===== config.mk =====
export PLATFORM = sky130hd
export DESIGN_NAME = alu_ctrl_stage
export DESIGN_NICKNAME = d
export VERILOG_FILES = /design/src/rtl/alu_ctrl_pkg.sv /design/src/rtl/alu_ctrl_stage_decoder.sv /design/src/rtl/alu_ctrl_stage.sv
export SDC_FILE = /design/constraint.sdc
export NUM_CORES = 1
export LEC_CHECK = 0
export BUFFER_PORTS_ARGS = -buffer_cell sky130_fd_sc_hd__buf_2
export CORE_UTILIZATION = 51
export CTS_BUF_LIST = sky130_fd_sc_hd__clkbuf_4
export DETAILED_ROUTE_END_ITERATION = 16
export GPL_ROUTABILITY_DRIVEN = 0
export GPL_TIMING_DRIVEN = 1
export PLACE_DENSITY = 0.88
export SLEW_MARGIN = 20
export SYNTH_ARGS = -nofsm -noshare
export SYNTH_HDL_FRONTEND = slang
export SYNTH_HIERARCHICAL = 1
export SYNTH_SLANG_ARGS = --single-unit

===== constraint.sdc =====
create_clock -name clk -period 1.2 [get_ports clk]
set_input_delay 0.24 -clock clk [delete_from_list [all_inputs] [get_ports clk]]
set_output_delay 0.24 -clock clk [all_outputs]
set_load 0.02 [all_outputs]

===== src/rtl/alu_ctrl_pkg.sv =====
// Shared encodings for the ALU control stage: main-control class codes,
// extended ALU operation codes, FSM states and mul/div class predicates.
package alu_ctrl_pkg;

    typedef enum logic [2:0] {
        CLS_R    = 3'b000,
        CLS_I    = 3'b001,
        CLS_LUI  = 3'b010,
        CLS_B    = 3'b011,
        CLS_S    = 3'b100,
        CLS_LOAD = 3'b101,
        CLS_ADD  = 3'b110,
        CLS_RSVD = 3'b111
    } alu_class_e;

    typedef enum logic [4:0] {
        OP_ADD    = 5'd0,
        OP_SUB    = 5'd1,
        OP_AND    = 5'd2,
        OP_OR     = 5'd3,
        OP_XOR    = 5'd4,
        OP_SLL    = 5'd5,
        OP_SRL    = 5'd6,
        OP_LUI    = 5'd7,
        OP_BEQ    = 5'd8,
        OP_BNE    = 5'd9,
        OP_SLT    = 5'd10,
        OP_SLTU   = 5'd11,
        OP_SRA    = 5'd12,
        OP_BLT    = 5'd13,
        OP_BGE    = 5'd14,
        OP_BLTU   = 5'd15,
        OP_BGEU   = 5'd16,
        OP_MUL    = 5'd17,
        OP_MULH   = 5'd18,
        OP_MULHSU = 5'd19,
        OP_MULHU  = 5'd20,
        OP_DIV    = 5'd21,
        OP_DIVU   = 5'd22,
        OP_REM    = 5'd23,
        OP_REMU   = 5'd24
    } alu_op_e;

    typedef enum logic {
        ST_IDLE = 1'b0,
        ST_BUSY = 1'b1
    } state_e;

    localparam logic [6:0] F7_BASE   = 7'b0000000;
    localparam logic [6:0] F7_ALT    = 7'b0100000;
    localparam logic [6:0] F7_MULDIV = 7'b0000001;

    function automatic logic is_mul_op(alu_op_e op);
        return op inside {OP_MUL, OP_MULH, OP_MULHSU, OP_MULHU};
    endfunction

    function automatic logic is_div_op(alu_op_e op);
        return op inside {OP_DIV, OP_DIVU, OP_REM, OP_REMU};
    endfunction

endpackage


===== src/rtl/alu_ctrl_stage_decoder.sv =====
// Combinational decode of {funct7, ALU_Op class, funct3} into an extended
// ALU operation; undecodable combinations yield ADD with illegal set.
module alu_op_decoder
    import alu_ctrl_pkg::*;
#(
    parameter bit ENABLE_M = 1'b1
) (
    input  logic [6:0] funct7_i,
    input  logic [2:0] alu_op_i,
    input  logic [2:0] funct3_i,
    output logic [4:0] op_o,
    output logic       illegal_o,
    output logic       is_mul_o,
    output logic       is_div_o
);

    alu_op_e op;
    logic    illegal;

    always_comb begin
        // NOTE: every output of this block gets a default first so that no
        // path through the case arms can leave it unassigned and infer a latch.
        op      = OP_ADD;
        illegal = 1'b0;
        case (alu_class_e'(alu_op_i))
            CLS_R: begin
                if (funct7_i == F7_BASE) begin
                    case (funct3_i)
                        3'b000:  op = OP_ADD;
                        3'b001:  op = OP_SLL;
                        3'b010:  op = OP_SLT;
                        3'b011:  op = OP_SLTU;
                        3'b100:  op = OP_XOR;
                        3'b101:  op = OP_SRL;
                        3'b110:  op = OP_OR;
                        default: op = OP_AND;
                    endcase
                end else if (funct7_i == F7_ALT && funct3_i == 3'b000) begin
                    op = OP_SUB;
                end else if (funct7_i == F7_ALT && funct3_i == 3'b101) begin
                    op = OP_SRA;
                end else if (funct7_i == F7_MULDIV && ENABLE_M) begin
                    // M ops are laid out contiguously in funct3 order
                    op = alu_op_e'(5'd17 + {2'b00, funct3_i});
                end else begin
                    illegal = 1'b1;
                end
            end
            CLS_I: begin
                case (funct3_i)
                    3'b000:  op = OP_ADD;
                    3'b010:  op = OP_SLT;
                    3'b011:  op = OP_SLTU;
                    3'b100:  op = OP_XOR;
                    3'b110:  op = OP_OR;
                    3'b111:  op = OP_AND;
                    3'b001: begin
                        if (funct7_i == F7_BASE) op = OP_SLL;
                        else                     illegal = 1'b1;
                    end
                    default: op = funct7_i[5] ? OP_SRA : OP_SRL;
                endcase
            end
            CLS_LUI: op = OP_LUI;
            CLS_B: begin
                case (funct3_i)
                    3'b000:  op = OP_BEQ;
                    3'b001:  op = OP_BNE;
                    3'b100:  op = OP_BLT;
                    3'b101:  op = OP_BGE;
                    3'b110:  op = OP_BLTU;
                    3'b111:  op = OP_BGEU;
                    default: illegal = 1'b1;
                endcase
            end
            CLS_S, CLS_LOAD, CLS_ADD: op = OP_ADD;
            default: illegal = 1'b1;
        endcase
    end

    assign op_o      = op;
    assign illegal_o = illegal;
    assign is_mul_o  = is_mul_op(op);
    assign is_div_o  = is_div_op(op);

endmodule


===== src/rtl/alu_ctrl_stage.sv =====
// Registered ALU control stage: decodes the op, holds multi-cycle MDU ops
// for their latency with a down-counter, and handles stall and flush.
module alu_ctrl_stage
    import alu_ctrl_pkg::*;
#(
    parameter int OP_W       = 5,
    parameter bit ENABLE_M   = 1'b1,
    parameter int MUL_CYCLES = 2,
    parameter int DIV_CYCLES = 8
) (
    input  logic            clk,
    input  logic            reset,
    input  logic            valid_i,
    input  logic [6:0]      funct7_i,
    input  logic [2:0]      ALU_Op_i,
    input  logic [2:0]      funct3_i,
    input  logic            stall_i,
    input  logic            flush_i,
    output logic            ready_o,
    output logic            valid_o,
    output logic [OP_W-1:0] ALU_Operation_o,
    output logic            busy_o,
    output logic            mdu_start_o,
    output logic            illegal_o
);

    localparam int MAX_CYCLES = (MUL_CYCLES > DIV_CYCLES) ? MUL_CYCLES : DIV_CYCLES;
    localparam int CNT_W      = $clog2(MAX_CYCLES) + 1;

    logic [4:0] dec_op;
    logic       dec_illegal;
    logic       dec_is_mul;
    logic       dec_is_div;

    alu_op_decoder #(
        .ENABLE_M (ENABLE_M)
    ) u_decoder (
        .funct7_i  (funct7_i),
        .alu_op_i  (ALU_Op_i),
        .funct3_i  (funct3_i),
        .op_o      (dec_op),
        .illegal_o (dec_illegal),
        .is_mul_o  (dec_is_mul),
        .is_div_o  (dec_is_div)
    );

    state_e            state_q, state_d;
    logic [CNT_W-1:0]  cnt_q, cnt_d;
    logic              valid_q, valid_d;
    logic [OP_W-1:0]   op_q, op_d;
    logic              illegal_q, illegal_d;
    logic              mdu_start_q, mdu_start_d;

    assign ready_o = (state_q == ST_IDLE) & ~stall_i & ~flush_i;

    always_comb begin
        state_d     = state_q;
        cnt_d       = cnt_q;
        valid_d     = valid_q;
        op_d        = op_q;
        illegal_d   = illegal_q;
        mdu_start_d = 1'b0;

        if (flush_i) begin
            state_d   = ST_IDLE;
            cnt_d     = '0;
            valid_d   = 1'b0;
            illegal_d = 1'b0;
        end else begin
            // The latency counter runs even while downstream is stalled
            if (state_q == ST_BUSY) begin
                if (cnt_q == CNT_W'(1)) begin
                    state_d = ST_IDLE;
                    cnt_d   = '0;
                end else begin
                    cnt_d = cnt_q - CNT_W'(1);
                end
            end

            if (ready_o) begin
                valid_d   = valid_i;
                op_d      = OP_W'(dec_op);
                illegal_d = valid_i & dec_illegal;
                if (valid_i && (dec_is_mul || dec_is_div)) begin
                    mdu_start_d = 1'b1;
                    if (dec_is_div && DIV_CYCLES > 1) begin
                        state_d = ST_BUSY;
                        cnt_d   = CNT_W'(DIV_CYCLES - 1);
                    end else if (dec_is_mul && MUL_CYCLES > 1) begin
                        state_d = ST_BUSY;
                        cnt_d   = CNT_W'(MUL_CYCLES - 1);
                    end
                end
            end
        end
    end

    // NOTE: sequential state uses non-blocking assignments so every register
    // samples its pre-edge next-state value regardless of statement order.
    always_ff @(posedge clk or negedge reset) begin
        if (!reset) begin
            state_q     <= ST_IDLE;
            cnt_q       <= '0;
            valid_q     <= 1'b0;
            op_q        <= '0;
            illegal_q   <= 1'b0;
            mdu_start_q <= 1'b0;
        end else begin
            state_q     <= state_d;
            cnt_q       <= cnt_d;
            valid_q     <= valid_d;
            op_q        <= op_d;
            illegal_q   <= illegal_d;
            mdu_start_q <= mdu_start_d;
        end
    end

    assign valid_o         = valid_q;
    assign ALU_Operation_o = op_q;
    assign busy_o          = (state_q == ST_BUSY);
    assign mdu_start_o     = mdu_start_q;
    assign illegal_o       = illegal_q;

endmodule


==> results of run 1 <==
-- metrics by stage --
step           hold slack, ns  TNS, ns  area (sq um)  power, mW  util [%]
6_report                0.277   -10.05          2140       1.43      87.2
5_1_grt                 0.266   -10.78          2140       1.47      87.2
3_5_place_dp            0.130   -12.86          1740      0.932      71.0
3_3_place_gp            0.126   -11.65          1740      0.906      71.0
4_1_cts                 0.235    -7.35          2010       1.29      81.8
2_1_floorplan         -0.0556    -9.62          1340      0.728         -
-- routing by layer --
layer  vias up  share of wire (%)
met2       186                 43
met1       793                 35
met3        72                 12
met5         -                  0
met4         0                9.7
li1        696                  -
-- area by class of cell --
cell class	count	area, sq um	share of cell area (%)
clock buffer	4	30.0	1.40
inverter	11	53.8	2.51
multi-input combinational	115	1070	50.2
sequential	13	327	15.3
tap	30	37.5	1.75
timing repair buffer	79	618	28.9
-- path summary, 6_finish.rpt --
path | start | endpoint | depth (start not counted)
max | funct3_i[1] | cnt_q[3] | 13
min | valid_i | valid_o | 3
max reg2reg | cnt_q[0] | cnt_q[2] | 4
min reg2reg | ALU_Operation_o[4] | ALU_Operation_o[4] | 1
max in group asynchronous | reset | busy_o | 2
min in group asynchronous | reset | valid_o | 2
-- state kept, by name, summed over array words and instances, names as in the netlist --
signal and count:
valid_o 1, ALU_Operation_o 5, mdu_start_o 1, busy_o 1, illegal_o 1, cnt_q 4
-- power by group through the flow --
stage	Sequential (mW)	Clock [mW]	Combinational [mW]
after floorplan	0.504	0	0.224
after global placement	0.476	0	0.430
after detailed placement	0.479	0	0.453
after CTS	0.469	0.299	0.524
after global routing	0.476	0.332	0.661
final	0.476	0.307	0.644
-- critical path: cells and delay by family --
family          cells  cell delay [ns]
buf+inv             4             0.38
compound gates      7             1.64
fa+ha+maj           1             0.18
simple gates        1             0.19
-- cells in the final DEF (no fill, tap or decap), types with 2 or more instances in the layout --
| master | Yosys | final |
|---|---|---|
| a31oi_1 | 2 | 2 |
| o21ai_1 | 0 | 2 |
| buf_6 | 2 | 6 |
| mux2i_1 | 2 | 2 |
| nor2_1 | 7 | 5 |
| mux2_4 | 6 | 6 |
| nand2_1 | 9 | 9 |
| a21bo_2 | 2 | 2 |
| nor3_2 | 0 | 2 |
| o211ai_1 | 3 | 3 |
| ha_2 | 0 | 2 |
| ha_1 | 8 | 2 |
| dfrtp_1 | 13 | 12 |
| nand2b_1 | 2 | 2 |
| buf_2 | 4 | 23 |
| ha_4 | 0 | 4 |
| a21oi_1 | 10 | 8 |
| clkbuf_4 | 0 | 4 |
| buf_4 | 0 | 44 |
| o21ai_0 | 9 | 6 |
| buf_12 | 0 | 4 |
| nor3_1 | 6 | 4 |
| inv_1 | 11 | 8 |
| nor2b_1 | 6 | 4 |
| nand3_1 | 6 | 6 |
-- kinds of logic (layout without fill, tap and decap cells) --
family / Yosys count / in the layout
XOR/XNOR: 1 / 1
AO/OA/AOI/OAI: 47 / 47
AND/OR/NAND/NOR: 51 / 51
buffers and inverters: 20 / 94
flip-flops: 13 / 13
adder cells (fa/ha/maj): 8 / 8
multiplexers: 8 / 8
-- what timing repair did --
item	4_1_cts	5_1_grt
setup endpoints to repair	14	15
hold buffers	1	0
cloned	0	0
setup buffers	7	7
resized for setup	46	14
pin swaps	23	17
endpoints found under the hold margin	13	0
==> key figures, run 1 <==
Worst hold path
  – Worst min path class: primary input to register

STA
  – Worst Setup Slack, final: -1.23 ns
  – Hold violation count in the final report: 0
  – Final Cycle Share: 202%
  – Final Max Slew Viols: 0
  – Clock skew: 0.00268 ns
  – RSZ-0062 raised after global routing: true
  – Worst Tran Pin Value: 0.483 ns
  – Final setup violation count: 15
  – Max Freq: 412 MHz
  – Rel. slew slack: 67.4%
  – Min Tclk post-route: 2.43 ns

Yosys
  – Post-synth EDFFs: 0
  – Most used flip-flop cell after synthesis: dfrtp_1
  – Synth top area cells: dfrtp_1 (25%), ha_1 (7.6%), mux2_4 (6.9%)
  – Synth top area share: 24.8%
  – Mapped Nets: 174
  – Post-synthesis mux area share: 8.40%
  – Compound-cell area share of the yosys netlist: 27.4%
  – Sequential cell area fraction in the yosys report: 24.8%
  – Yosys reg bits: 13
  – Most frequent cell after synthesis: dfrtp_1
  – Synth Area in Simple Gates: 23.8%
  – Area leader, netlist: dfrtp_1
  – FFs w/ async S/R, synth: 100%
  – Yosys warnings: 6
  – Syn Area/Cell: 8.85 sq um
  – Synth Area in XOR/XNOR: 0.669%
  – Mapped Area: 0.00131 sq mm
  – Synth top cells by count: dfrtp_1 (13), inv_1 (11), a21oi_1 (10), nand2_1 (9), o21ai_0 (9)
  – Synth cell types: 55
  – Adder-Cell Fraction of Synth Area: 7.64%
  – Syn Inst Count: 148
  – Combinational family with the most area after synthesis: compound AO/OA/AOI/OAI gates

GRT
  – GRT met2 Usage: 65.8%
  – GR Overflow Total: 0
  – Gr busiest metal: met2
  – Largest net degree at the start of global routing: 14
  – Met1 Use GR: 49.1%
  – GR Layer Usage met3: 10.1%
  – First-pass GRT wire length: 7.93 mm
  – GRT Overall Usage: 40.2%
  – Initial antenna violation count: 0
  – Vias in the first global route: 1581

Floorplan
  – Die area: 0.00278 sq mm
  – Core area: 0.00245 sq mm
  – Ports: 28
  – Die H: 52.7 um
  – Die Wd: 52.7 um
  – Row cnt: 18
  – Initial Util: 53.4%

Final layout
  – Finished Layout Cells: 252
  – Ant. Diodes: 0
  – Final nets: 249
  – Area grow syn2layout: 63.3%
  – Layout cell share with drive strength beyond 1: 58.6%
  – Layout filler cell count: 102

Place
  – Dpl hpwl: 2.95 mm
  – Dpl ws: -1.40 ns
  – I/O Buffers: 27
  – Inst Count DP: 233

Critical path
  – R2r setup slk: -0.32 ns
  – Crit start category: primary input
  – CP Capture Type: register
  – Highest fanout seen on the critical path: 7
  – CP arrival: 2.64 ns
  – Crit path kind: primary input to register
  – Worst path max stage delay: 0.34 ns
  – Slowest stage cell on the critical path: o2111ai_2
  – Critical-path cell list: buf_12 > inv_6 > ha_4 > buf_4 > o21ai_1 > a21boi_0 > a31oi_1 > o21ai_4 > o2111ai_2 > o41ai_4 > o211ai_4 > inv_2 > nor3_2
  – Req. time, crit path: 1.41 ns

Clock tree
  – H-tree depth: 1
  – Reg clk slew, reported paths: 0.08 ns
  – CTS buffer count: 3
  – Clock Sinks: 13
  – CTS tree: done
  – Longest Clk Path Bufs: 2
  – Worst skew pair latency: 0.30 ns
  – Root Driver: clkbuf_4

Drt
  – Antenna-violating nets left: 0
  – Total Routed Length: 6.31 mm
  – Drt first pass iters: 5
  – Drt initial violations: 149
  – Drt drc: 0
  – Routed vias/inst: 6.93
  – Vias: 1747
  – Avg WL per Cell: 25.1 um

Power and ir drop
  – PD cells: 667 mW/mm^2
  – Worst VDD drop: 0.00116 V
  – Seq pwr share: 33.4%
  – Logic pwr share: 45.1%
  – Clock power share: 21.5%
  – P_sw: 518 uW
  – Leakage: 0.985 nW
  – Switching portion of total power: 36.3%
  – Internal: 908 uW

Outcome
  – Status: finished, violations left
  – Violated checks: negative setup slack

Job
  – MaxCap Viol Count: 0
(Power assumes the default switching activity.)
==> run 2, diff against run 1 <==
--- a/config.mk
+++ b/config.mk
@@ -5,12 +5,14 @@
 export SDC_FILE = /design/constraint.sdc
 export NUM_CORES = 1
 export LEC_CHECK = 0
+export ABC_CLOCK_PERIOD_IN_PS = 1200
 export BUFFER_PORTS_ARGS = -buffer_cell sky130_fd_sc_hd__buf_2
 export CORE_UTILIZATION = 51
 export CTS_BUF_LIST = sky130_fd_sc_hd__clkbuf_4
 export DETAILED_ROUTE_END_ITERATION = 16
 export GPL_ROUTABILITY_DRIVEN = 0
-export GPL_TIMING_DRIVEN = 1
+export GPL_TIMING_DRIVEN = 0
+export MAX_ROUTING_LAYER = met4
 export PLACE_DENSITY = 0.88
 export SLEW_MARGIN = 20
 export SYNTH_ARGS = -nofsm -noshare
==> run 2 against run 1 <==
Compared with the run above:
- the flow still finishes with violations (negative setup slack)
- count of clock-buffer cells in the layout unchanged
- worst hold slack worse by 0.022 ns
- design area shrank 6.4%
- routed wire length is 17% lower
- final cell count is 8.7% lower
- flip-flop and latch count did not move
- critical path depth is 1 higher
- worst setup slack improved by 0.15 ns
- die area did not move
- largest power group unchanged
==> key figures, run 2 (same netlist as run 1, synthesis figures left out) <==
Clock tree
  – H-tree depth: 1
  – CTS buffer count: 3
  – CTS tree: done
  – Root Driver: clkbuf_4
  – Longest Clk Path Bufs: 2
  – Worst skew pair latency: 0.30 ns
  – Clock Sinks: 13
  – Reg clk slew, reported paths: 0.09 ns

Critical path
  – CP Capture Type: register
  – Crit-path leading delay family: compound AO/OA/AOI/OAI gates
  – Buf/Inv on CP: 5
  – Critical-path cell list: buf_12 > inv_6 > ha_4 > buf_6 > a211o_1 > nand3_2 > o21ai_2 > a311oi_2 > buf_4 > o2111ai_4 > o41ai_4 > inv_1 > a41o_1 > a31oi_1
  – Slowest stage cell on the critical path: a311oi_2
  – Highest fanout seen on the critical path: 5
  – Req. time, crit path: 1.42 ns
  – Crit path kind: primary input to register
  – Worst path max stage delay: 0.39 ns
  – CP arrival: 2.50 ns
  – Crit start category: primary input

GRT
  – GR Layer Usage met3: 8.12%
  – Gr busiest metal: met2
  – Largest net degree at the start of global routing: 14
  – GR Overflow Total: 0
  – First-pass GRT wire length: 7.28 mm
  – Met1 Use GR: 43.6%
  – Vias in the first global route: 1484
  – GRT Overall Usage: 38.0%
  – Initial antenna violation count: 0
  – GRT met2 Usage: 63.7%

Place
  – Placed Area: 0.00149 sq mm
  – Inst Count DP: 202
  – Dpl hpwl: 2.51 mm
  – I/O Buffers: 24

STA
  – Min Tclk post-route: 2.27 ns
  – Worst Setup Slack, final: -1.07 ns
  – Worst Tran Pin Value: 0.449 ns
  – RSZ-0062 raised after global routing: true
  – Final Cycle Share: 190%
  – Hold violation count in the final report: 0
  – Final Max Slew Viols: 0
  – Final setup violation count: 15
  – Rel. slew slack: 69.6%
  – Max Freq: 440 MHz
  – Clock skew: 0.0114 ns

Drt
  – Total Routed Length: 5.27 mm
  – Routed vias/inst: 7.13
  – Drt initial violations: 134
  – Drt drc: 0
  – Antenna-violating nets left: 0
  – Drt first pass iters: 6
  – Avg WL per Cell: 22.9 um
  – Vias: 1640

Floorplan
  – Initial Util: 53.4%
  – Die area: 0.00278 sq mm
  – Row cnt: 18
  – Die H: 52.7 um
  – Die Wd: 52.7 um
  – Ports: 28
  – Core area: 0.00245 sq mm

Final layout
  – Most common cell after layout, fill and taps aside: buf_2
  – Fin area: 0.00200 sq mm
  – Layout filler cell count: 129
  – Final nets: 227
  – Finished Layout Cells: 230
  – Layout cell share with drive strength beyond 1: 57.5%
  – Most frequent cells in the layout: buf_2 (23), buf_4 (16), dfrtp_1 (12), buf_6 (12), nand2_1 (7)
  – Max reg flops: 5
  – Area grow syn2layout: 52.8%
  – Ant. Diodes: 0

Power and ir drop
  – Worst VDD drop: 0.000801 V
  – PD cells: 690 mW/mm^2
  – Leakage: 0.854 nW

Job
  – MaxCap Viol Count: 0

Outcome
  – Status: finished, violations left
  – Violated checks: negative setup slack

Worst hold path
  – Worst min path class: primary input to register
[run 2: report_power, final]
group          internal [mW]  switching, mW
Sequential             0.459         0.0124
Clock                  0.152          0.173
Combinational          0.261          0.324
Total                  0.872          0.509
[run 2: timing repair]
item                                    CTS  global route
hold endpoints to repair                 13             0
hold buffers                              1             0
endpoints found under the setup margin   13            15
setup buffers                            21             2
resized for setup                        58            22
pin swaps                                25            11
cloned                                    2             0
[run 2: worst register-to-register path: stages (launching register included)]
cell	delay, ns
dfrtp_1	0.44
ha_1	0.24
nand2b_1	0.09
or3b_2	0.47
a31oi_1	0.19
[run 2: path summary, 6_finish.rpt]
check	start	end	slack, ns	cells after the start
max	funct3_i[1]	cnt_q[2]	-1.07	14
min	flush_i	valid_o	0.26	2
max reg2reg	cnt_q[0]	cnt_q[2]	-0.29	4
min reg2reg	ALU_Operation_o[3]	ALU_Operation_o[3]	0.51	1
max in group asynchronous	reset	busy_o	0.62	2
min in group asynchronous	reset	cnt_q[1]	0.34	2
[run 2: per-layer routing]
metal | wire length (um) | vias up
li1 | - | 651
met1 | 1900 | 768
met2 | 2390 | 164
met3 | 602 | 57
met4 | 380 | 0
met5 | 0 | -
[run 2: through the flow]
stage	setup WS [ns]	power, mW	setup TNS, ns	utilization (%)	hold slack, ns
3_5_place_dp	-1.60	0.849	-14.35	60.9	0.145
6_report	-1.07	1.38	-9.04	81.5	0.255
2_1_floorplan	-1.14	0.728	-9.62	-	-0.0556
3_3_place_gp	-1.50	0.829	-13.22	60.9	0.126
5_1_grt	-1.12	1.41	-9.44	81.5	0.253
4_1_cts	-0.881	1.27	-7.60	78.0	0.233
[run 2: area by class of cell]
type / instances / area, sq um / area share [%]
plain buffers: 7 / 52.6 / 2.63
clock buffers: 4 / 30.0 / 1.50
inverters: 11 / 56.3 / 2.81
multi-input cells: 115 / 1100 / 55.2
flip-flops and latches: 13 / 327 / 16.3
well taps: 30 / 37.5 / 1.88
repair buffers: 50 / 394 / 19.7
